===== src/rtl/seg7_pkg.sv =====
// Shared constants for the memory-mapped seven-segment display: register
// offsets, CTRL/STATUS bit positions and the hex-to-segment table.
package seg7_pkg;

  localparam logic [3:0] OFF_DIGITS = 4'h0;
  localparam logic [3:0] OFF_CTRL   = 4'h4;
  localparam logic [3:0] OFF_STATUS = 4'h8;
  localparam logic [3:0] OFF_CYCLES = 4'hC;

  localparam int CTRL_EN_BIT   = 0;
  localparam int CTRL_DP_LSB   = 4;
  localparam int CTRL_DP_MSB   = 7;
  localparam int STATUS_EN_BIT = 8;

  // Active-high {g,f,e,d,c,b,a}, entry 15 first.
  localparam logic [15:0][6:0] HEX7_TABLE = {
    7'h71, 7'h79, 7'h5E, 7'h39, 7'h7C, 7'h77, 7'h6F, 7'h7F,
    7'h07, 7'h7D, 7'h6D, 7'h66, 7'h4F, 7'h5B, 7'h06, 7'h3F
  };

endpackage


===== src/rtl/hex_to_seg7.sv =====
// Combinational 4-bit hex digit to active-high {g,f,e,d,c,b,a} decoder.
module hex_to_seg7
  import seg7_pkg::*;
(
  input  logic [3:0] i_hex,
  output logic [6:0] o_seg
);

  assign o_seg = HEX7_TABLE[i_hex];

endmodule


===== src/rtl/mmio_seg7_display.sv =====
// CPU-bus seven-segment peripheral: DIGITS/CTRL/STATUS registers and a
// 4-digit multiplexed scan. Define SEG7_CYCLE_COUNTER_EN to map CYCLES at 0xC.
module mmio_seg7_display
  import seg7_pkg::*;
#(
  parameter logic [31:0] BASE_ADDR    = 32'h4000_0010,
  parameter int unsigned SCAN_DIV     = 50000,
  parameter logic [15:0] RESET_DIGITS = 16'h0000
) (
  input  logic        clk,
  input  logic        reset,
  input  logic        mem_write,
  input  logic        mem_read,
  input  logic [31:0] address,
  input  logic [31:0] write_data,
  output logic [31:0] read_data,
  output logic        hit,
  output logic [3:0]  an,
  output logic [7:0]  seg
);

  localparam logic [15:0] CNT_LAST = 16'(SCAN_DIV - 1);

  logic [15:0] r_digits;
  logic        r_en;
  logic [3:0]  r_dp;
  logic [15:0] r_cnt;
  logic [1:0]  r_idx;
  logic [3:0]  r_an;
  logic [7:0]  r_seg;

  logic [31:0] w_off;
  logic        w_in_block;
  logic        w_sel_digits;
  logic        w_sel_ctrl;
  logic        w_sel_status;
  logic        w_sel_cycles;
  logic [3:0]  w_nibble;
  logic [6:0]  w_hex_seg;
  logic [31:0] w_rdata;
  logic        w_unused;

  // Byte lanes are ignored: decode on the word address relative to the base.
  assign w_off        = {address[31:2], 2'b00} - BASE_ADDR;
  assign w_in_block   = (w_off[31:4] == 28'd0);
  assign w_sel_digits = w_in_block && (w_off[3:0] == OFF_DIGITS);
  assign w_sel_ctrl   = w_in_block && (w_off[3:0] == OFF_CTRL);
  assign w_sel_status = w_in_block && (w_off[3:0] == OFF_STATUS);
  assign w_unused     = ^{address[1:0], write_data[31:16]};

`ifdef SEG7_CYCLE_COUNTER_EN
  logic [31:0] r_cycles;

  assign w_sel_cycles = w_in_block && (w_off[3:0] == OFF_CYCLES);

  always_ff @(posedge clk or negedge reset) begin
    if (!reset) begin
      r_cycles <= 32'd0;
    end else if (mem_write && w_sel_cycles) begin
      r_cycles <= 32'd0;
    end else begin
      r_cycles <= r_cycles + 32'd1;
    end
  end
`else
  assign w_sel_cycles = 1'b0;
`endif

  assign hit = w_sel_digits | w_sel_ctrl | w_sel_status | w_sel_cycles;

  always_ff @(posedge clk or negedge reset) begin
    if (!reset) begin
      r_digits <= RESET_DIGITS;
      r_en     <= 1'b1;
      r_dp     <= 4'h0;
    end else if (mem_write) begin
      if (w_sel_digits) begin
        r_digits <= write_data[15:0];
      end
      if (w_sel_ctrl) begin
        r_en <= write_data[CTRL_EN_BIT];
        r_dp <= write_data[CTRL_DP_MSB:CTRL_DP_LSB];
      end
    end
  end

  // Scan position only advances while enabled so re-enabling resumes in place.
  always_ff @(posedge clk or negedge reset) begin
    if (!reset) begin
      r_cnt <= 16'd0;
      r_idx <= 2'd0;
    end else if (r_en) begin
      if (r_cnt == CNT_LAST) begin
        r_cnt <= 16'd0;
        r_idx <= r_idx + 2'd1;
      end else begin
        r_cnt <= r_cnt + 16'd1;
      end
    end
  end

  assign w_nibble = r_digits[{r_idx, 2'b00} +: 4];

  hex_to_seg7 u_hex_to_seg7 (
    .i_hex (w_nibble),
    .o_seg (w_hex_seg)
  );

  always_ff @(posedge clk or negedge reset) begin
    if (!reset) begin
      r_an  <= 4'hF;
      r_seg <= 8'hFF;
    end else if (r_en) begin
      r_an  <= ~(4'b0001 << r_idx);
      r_seg <= ~{r_dp[r_idx], w_hex_seg};
    end else begin
      r_an  <= 4'hF;
      r_seg <= 8'hFF;
    end
  end

  assign an  = r_an;
  assign seg = r_seg;

  always_comb begin
    w_rdata = 32'h0;
    if (mem_read) begin
      if (w_sel_digits) w_rdata = {16'h0, r_digits};
      if (w_sel_ctrl)   w_rdata = {24'h0, r_dp, 3'b000, r_en};
      if (w_sel_status) w_rdata = {23'h0, r_en, 6'h0, r_idx};
`ifdef SEG7_CYCLE_COUNTER_EN
      if (w_sel_cycles) w_rdata = r_cycles;
`endif
    end
  end

  assign read_data = w_rdata;

endmodule


===== config.mk =====
export PLATFORM = sky130hd
export DESIGN_NAME = mmio_seg7_display
export DESIGN_NICKNAME = d
export VERILOG_FILES = /design/src/rtl/seg7_pkg.sv /design/src/rtl/hex_to_seg7.sv /design/src/rtl/mmio_seg7_display.sv
export SDC_FILE = /design/constraint.sdc
export NUM_CORES = 1
export LEC_CHECK = 0
export CELL_PAD_IN_SITES_DETAIL_PLACEMENT = 2
export CELL_PAD_IN_SITES_GLOBAL_PLACEMENT = 2
export CORE_ASPECT_RATIO = 0.8
export CORE_UTILIZATION = 27
export DETAILED_ROUTE_END_ITERATION = 10
export PLACE_DENSITY = 0.86
export SLEW_MARGIN = 10
export SYNTH_ARGS = -nofsm -noshare
export SYNTH_HDL_FRONTEND = slang
export SYNTH_SLANG_ARGS = --single-unit

===== constraint.sdc =====
create_clock -name clk -period 3.3 [get_ports clk]
set_input_delay 0.825 -clock clk [delete_from_list [all_inputs] [get_ports clk]]
set_output_delay 0.825 -clock clk [all_outputs]
set_load 0.01 [all_outputs]

==> flow_summary_export.csv, run 1 <==
group,metric,value,unit
run_status,status,"complete, but fails checks",
run_status,violations,"setup timing",
timing,fin_ws,-0.0135,ns
logic_synthesis,ys.flop_type,"dfrtp_1",
global_route,grtUsageTotal,19.0,%
logic_synthesis,synth-edff-count,0,
setup_path,crit_start,"address[17]",
global_route,grt_overflow_total,0,
setup_path,slowest_stage,"or4_4",
layout,seqCellArea,0.00129,mm^2
layout,area_growth,37.3,%
timing,finalSetupViolations,5,
clock_tree,cts_buffers,5,
setup_path,critical_path.max_stage_delay,0.62,ns
global_route,antenna_found_initial,0,
clock_tree,hold_buffers,0,
timing,finClkSkew,0.0106,ns
placement,gp_congestion,0.768,
setup_path,r2r_setup_slack,1.14,ns
floorplan,initial_core_util,27.8,%
global_route,grt_pass1_wl,16.6,mm
timing,hold_viol,0,
floorplan,core.rowCount,34,
placement,io_buffers,78,
setup_path,path_delay_family,"simple AND/OR/NAND/NOR gates",
worst_hold_path,holdPathEnd,"r_cnt[13]$_DFFE_PN0P_",
timing,worstMarginPinSlew,1.07,ns
clock_tree,cts.sinks,51,
layout,mostFrequentLayoutCells,"dfrtp_1 (38), clkdlybuf4s50_1 (30), buf_2 (26)",
routing,wl_per_cell,20.9,um
floorplan,die_area,0.0116,mm^2
logic_synthesis,syn_avg_cell_area,11.3,um^2
setup_path,crit_buf_inv,3,
routing,drtAntennaViolNets,0,
setup_path,path_cells,"dlygate4sd2_1 -> nor3_2 -> nand2_1 -> or4_4 -> buf_12 -> nor3b_2 -> buf_2",
logic_synthesis,ys_seq_area_share,42.8,%
timing,period_share,100,%
global_route,grt_max_degree,48,
timing,rsz0062_at_grt,"true",
floorplan,dieWidth,120,um
floorplan,ios,113,
timing,slew_violations,0,
run,max_cap_viol_count,0,
worst_hold_path,min_from,"r_cnt[13]$_DFFE_PN0P_",
worst_hold_path,hp-class,"reg2reg",
clock_tree,clk_path_buf_depth,2,
clock_tree,cts_tree,"built",
routing,drt_wl_total,10.5,mm
logic_synthesis,synth-seq-cells,51,
layout,drive_gt1_share,36.0,%
layout,num-fill-cells,1159,
logic_synthesis,synth_cell_type_count,48,
routing,drt-pass1-iter-count,6,
floorplan,die_y,96.6,um
layout,final_cells,502,
global_route,grt_pass1_vias,2860,
logic_synthesis,yosysWarnings,0,
layout,final_common_cell,"dfrtp_1",
placement,dp.cells,493,
setup_path,critPathRequiredTime,2.47,ns
routing,drt-initial-drc-count,121,
power,power.density,300,mW/mm^2
worst_hold_path,min_path_cells,1,
setup_path,worst-r2r-cell-count,5,
placement,place.detailed.hpwl,7.83,mm
setup_path,worstReg2RegEnd,"r_cnt[15]$_DFFE_PN0P_",
logic_synthesis,syn_area,0.00302,mm^2
setup_path,end_kind,"output port",
routing,avgViaCountPerCell,4.89,
layout,multi_input_comb_area,0.00170,mm^2
clock_tree,clk_pin_slew_worst_paths,0.06,ns
clock_tree,clk-insertion-delay-late,0.30,ns
clock_tree,cts_setup_buffers,0,
clock_tree,cts_max_level,2,
power,ir_drop,0.201,mV
clock_tree,root_buffer,"clkbuf_16",
floorplan,core-area,0.0109,mm^2
power,p_leak,1.80,nW
layout,diodes,0,
layout,utilization,38.1,%
routing,vias,2454,
timing,slew_headroom,28.7,%
timing,period_minus_slack,3.31,ns
setup_path,r2r_start,"r_en$_DFFE_PN1P_",
logic_synthesis,synthArstFlopShare,100,%
setup_path,crit_arrival,2.49,ns
setup_path,start_kind,"primary input",
layout,nNetsFinal,435,
timing,fmax,302,MHz
setup_path,crit_type,"in2out",
setup_path,critPathMaxFanout,6,
routing,drc,0,
logic_synthesis,syn_inst,268,
metal layers:
metal | track usage [%] | part of all wire (%)
met5 | 0 | 0
met4 | 6.08 | 1.7
met3 | 3.24 | 2.3
met2 | 33.6 | 54
met1 | 23.4 | 42
cell families after synthesis:
kind of cell,share of synthesized area [%]
AOI/OAI and AO/OA,4.26
xor gates and xnor gates,3.19
adders and majority gates,4.14
buffers and inverters,7.29
DFF,42.8
muxes,17.5
other,0.124
and+or+nand+nor,20.7
cells in the mapped netlist, types with 7 or more instances:
master | count | share of area, %
dfrtp_1 | 38 | 31
nand2_1 | 24 | 3.0
buf_4 | 17 | 4.2
mux2_2 | 14 | 5.2
nor2_1 | 14 | 1.7
dfstp_2 | 13 | 11
mux2i_1 | 11 | 3.6
ha_1 | 10 | 4.1
inv_1 | 10 | 1.2
mux2_4 | 10 | 5.0
nor3b_2 | 8 | 3.3
xnor2_1 | 8 | 2.3
a21oi_1 | 7 | 1.2
clkbuf_1 | 7 | 0.87
nand4_1 | 7 | 1.4
area by class of cell:
cell class                      count  share of cell area [%]
Timing Repair Buffer               96                    19.3
Multi-Input combinational cell    193                    40.9
Clock inverter                      3                   0.362
Clock buffer                        5                    3.02
Sequential cell                    51                    31.2
Inverter                           10                   0.905
Tap cell                          144                    4.34
report_power, final:
group / switching, mW / internal (mW) / leakage, nW
Clock: 0.241 / 0.278 / 0.0733
Sequential: 0.0000000239 / 0.626 / 0.668
Combinational: 0.0510 / 0.0494 / 1.06
worst reg2reg max path, delay by kind of cell, from the launching register on:
family                 cells  cell delay [ns]
AOI/OAI and AO/OA          1             0.15
buffers and inverters      1             0.27
DFF                        1             0.56
and+or+nand+nor            3             1.12
state kept, by name (all words and copies together), names as in the netlist:
register and flops:
seg 8, r_digits 16, r_en 1, r_dp 4
r_idx 2, an 4, r_cnt 16
stage by stage:
stage / TNS (ns) / area [um^2] / hold WS, ns / setup WS [ns] / total power [mW]
after floorplan: 0 / 3080 / 0.449 / 0.172 / 0.673
after global placement: -11.44 / 3980 / 0.479 / -0.723 / 0.736
after detailed placement: -13.81 / 3980 / 0.511 / -0.884 / 0.741
after CTS: 0 / 4140 / 0.528 / 0.000531 / 1.26
after global routing: -0.554 / 4150 / 0.538 / -0.0921 / 1.29
final: -0.0305 / 4150 / 0.524 / -0.0135 / 1.24
worst max-delay path by stage:
stage                    end  slack, ns  depth (start not counted)
2_1_floorplan   read_data[4]       0.17                          5
5_1_grt         read_data[9]      -0.09                          7
3_5_place_dp   read_data[15]      -0.88                          7
4_1_cts        read_data[14]     0.0005                          7
6_report        read_data[2]      -0.01                          7
3_3_place_gp   read_data[15]      -0.72                          7
repair_timing:
action	in CTS	in global routing
endpoints found under the hold margin	0	0
resized for setup	160	8
cloned	1	0
endpoints found under the setup margin	17	11
pin swaps	15	11
No activity file was read; power rests on OpenSTA's default activity.
==> run 2, diff against run 1 <==
- ABC_AREA: not set -> 0
==> results of run 2 <==
Same layout as run 1: the final DEF is identical, and so are final timing and power.
==> run 3, diff against run 2 <==
- CAP_MARGIN: not set -> 20
==> run 3 against run 2 <==
First-iteration DRC count increased by 1.7%. Total power about the same. Maximum frequency is 0.18% higher. Sequential power barely moved. Clock skew fell by 0.00088 ns. Global-route usage is the same. The flow still finishes with violations (setup timing). Critical path type unchanged. Clock-buffer cell count did not move. Die area is the same. Critical path depth did not move.
==> flow_summary_export.csv, run 3 (synthesized netlist as in run 1, its figures left out) <==
group,metric,value,unit
placement,place.detailed.hpwl,7.83,mm
floorplan,initial_core_util,27.8,%
timing,hold_viol,0,
layout,area_growth,38.0,%
setup_path,critPathRequiredTime,2.47,ns
setup_path,critPathMaxFanout,6,
worst_hold_path,hp-class,"in2async",
clock_tree,clk-insertion-delay-late,0.30,ns
layout,final_cells,503,
layout,multi_input_comb_area,0.00170,mm^2
global_route,grt_overflow_total,0,
setup_path,path_delay_family,"simple AND/OR/NAND/NOR gates",
routing,drt_wl_total,10.6,mm
setup_path,critical_path.max_stage_delay,0.62,ns
timing,rsz0062_at_grt,"true",
layout,mostFrequentLayoutCells,"dfrtp_1 (38), clkdlybuf4s50_1 (30), buf_2 (26)",
layout,seqCellArea,0.00129,mm^2
layout,diodes,0,
floorplan,core-area,0.0109,mm^2
clock_tree,cts_tree,"built",
power,power.density,299,mW/mm^2
floorplan,ios,113,
clock_tree,clk_pin_slew_worst_paths,0.06,ns
global_route,antenna_found_initial,0,
clock_tree,cts.sinks,51,
global_route,grt_pass1_vias,2860,
routing,wl_per_cell,21.0,um
layout,nNetsFinal,436,
power,p_leak,1.81,nW
timing,worstMarginPinSlew,0.556,ns
timing,slew_violations,0,
setup_path,crit_arrival,2.48,ns
routing,drt-pass1-iter-count,6,
setup_path,end_kind,"output port",
layout,drive_gt1_share,36.5,%
timing,fmax,302,MHz
clock_tree,cts_buffers,5,
routing,vias,2468,
run_status,violations,"setup timing",
placement,dp.cells,493,
timing,slew_headroom,62.7,%
floorplan,core.rowCount,34,
power,ir_drop,0.200,mV
clock_tree,clk_path_buf_depth,2,
run_status,status,"complete, but fails checks",
floorplan,dieWidth,120,um
timing,period_minus_slack,3.31,ns
timing,fin_ws,-0.00754,ns
setup_path,slowest_stage,"or4_4",
layout,final_common_cell,"dfrtp_1",
global_route,grt_max_degree,48,
clock_tree,cts_setup_buffers,0,
global_route,grt_pass1_wl,16.6,mm
timing,finalSetupViolations,4,
floorplan,die_y,96.6,um
floorplan,die_area,0.0116,mm^2
timing,period_share,100,%
routing,drt-initial-drc-count,123,
placement,gp_congestion,0.768,
setup_path,crit_buf_inv,3,
setup_path,crit_type,"in2out",
layout,utilization,38.3,%
run,max_cap_viol_count,0,
routing,drtAntennaViolNets,0,
placement,io_buffers,78,
setup_path,path_cells,"dlygate4sd2_1 -> nor3_2 -> nand2_1 -> or4_4 -> buf_12 -> nor3b_2 -> buf_2",
timing,finClkSkew,0.00973,ns
clock_tree,cts_max_level,2,
layout,num-fill-cells,1153,
clock_tree,root_buffer,"clkbuf_16",
routing,drc,0,
setup_path,start_kind,"primary input",
routing,avgViaCountPerCell,4.91,
global_route,grtUsageTotal,19.0,%
clock_tree,hold_buffers,0,
run 3: final cells by class:
type / count / area share, %
sequential: 51 / 31.0
tap: 144 / 4.32
inverter: 10 / 0.900
clock buffer: 5 / 3.00
multi-input combinational: 193 / 40.8
timing repair buffer: 97 / 19.7
clock inverter: 3 / 0.360
run 3: layer usage:
metal  global-route usage [%]  vias to the layer above  share of wire (%)
li1                         -                     1105                  -
met1                     23.4                     1292                 41
met2                     33.6                       57                 54
met3                     3.24                       14                2.6
met4                     6.08                        0                1.8
met5                        0                        -                  0
run 3: timing repair:
action | CTS | global route
endpoints found under the setup margin | 17 | 12
resized for setup | 160 | 9
gates cloned | 1 | 0
pin swaps | 15 | 12
run 3: path summary, 6_finish.rpt:
check,slack (ns),cells after the start,startpoint,to
worst max-delay path,-0.008,7,address[17],read_data[15]
worst min-delay path,0.41,1,reset,r_digits[9]$_DFFE_PN0P_
worst max register to register,1.13,7,r_idx[0]$_DFFE_PN0P_,seg[3]$_DFF_PN1_
worst min register to register,0.52,1,r_cnt[13]$_DFFE_PN0P_,r_cnt[13]$_DFFE_PN0P_
max in group asynchronous,2.33,2,reset,r_en$_DFFE_PN1P_
min in group clk,0.52,1,r_cnt[13]$_DFFE_PN0P_,r_cnt[13]$_DFFE_PN0P_
run 3: report_power, final:
group | leakage (nW) | total, mW | switching, mW | internal [mW]
combinational | 1.07 | 0.104 | 0.0518 | 0.0518
sequential | 0.668 | 0.626 | 0.0000000247 | 0.626
clock | 0.0733 | 0.516 | 0.239 | 0.278
total | 1.81 | 1.25 | 0.290 | 0.955
run 3: metrics by stage:
stage               hold WS [ns]  instance area, um^2  TNS [ns]  total power [mW]  setup WS [ns]
floorplan                  0.449                 3080         0             0.673          0.172
global placement           0.479                 3980    -11.44             0.736         -0.723
detailed placement         0.511                 3980    -13.81             0.741         -0.884
CTS                        0.528                 4140         0              1.26       0.000531
global route               0.410                 4170    -0.576              1.29        -0.0921
finish                     0.409                 4170   -0.0179              1.25       -0.00754
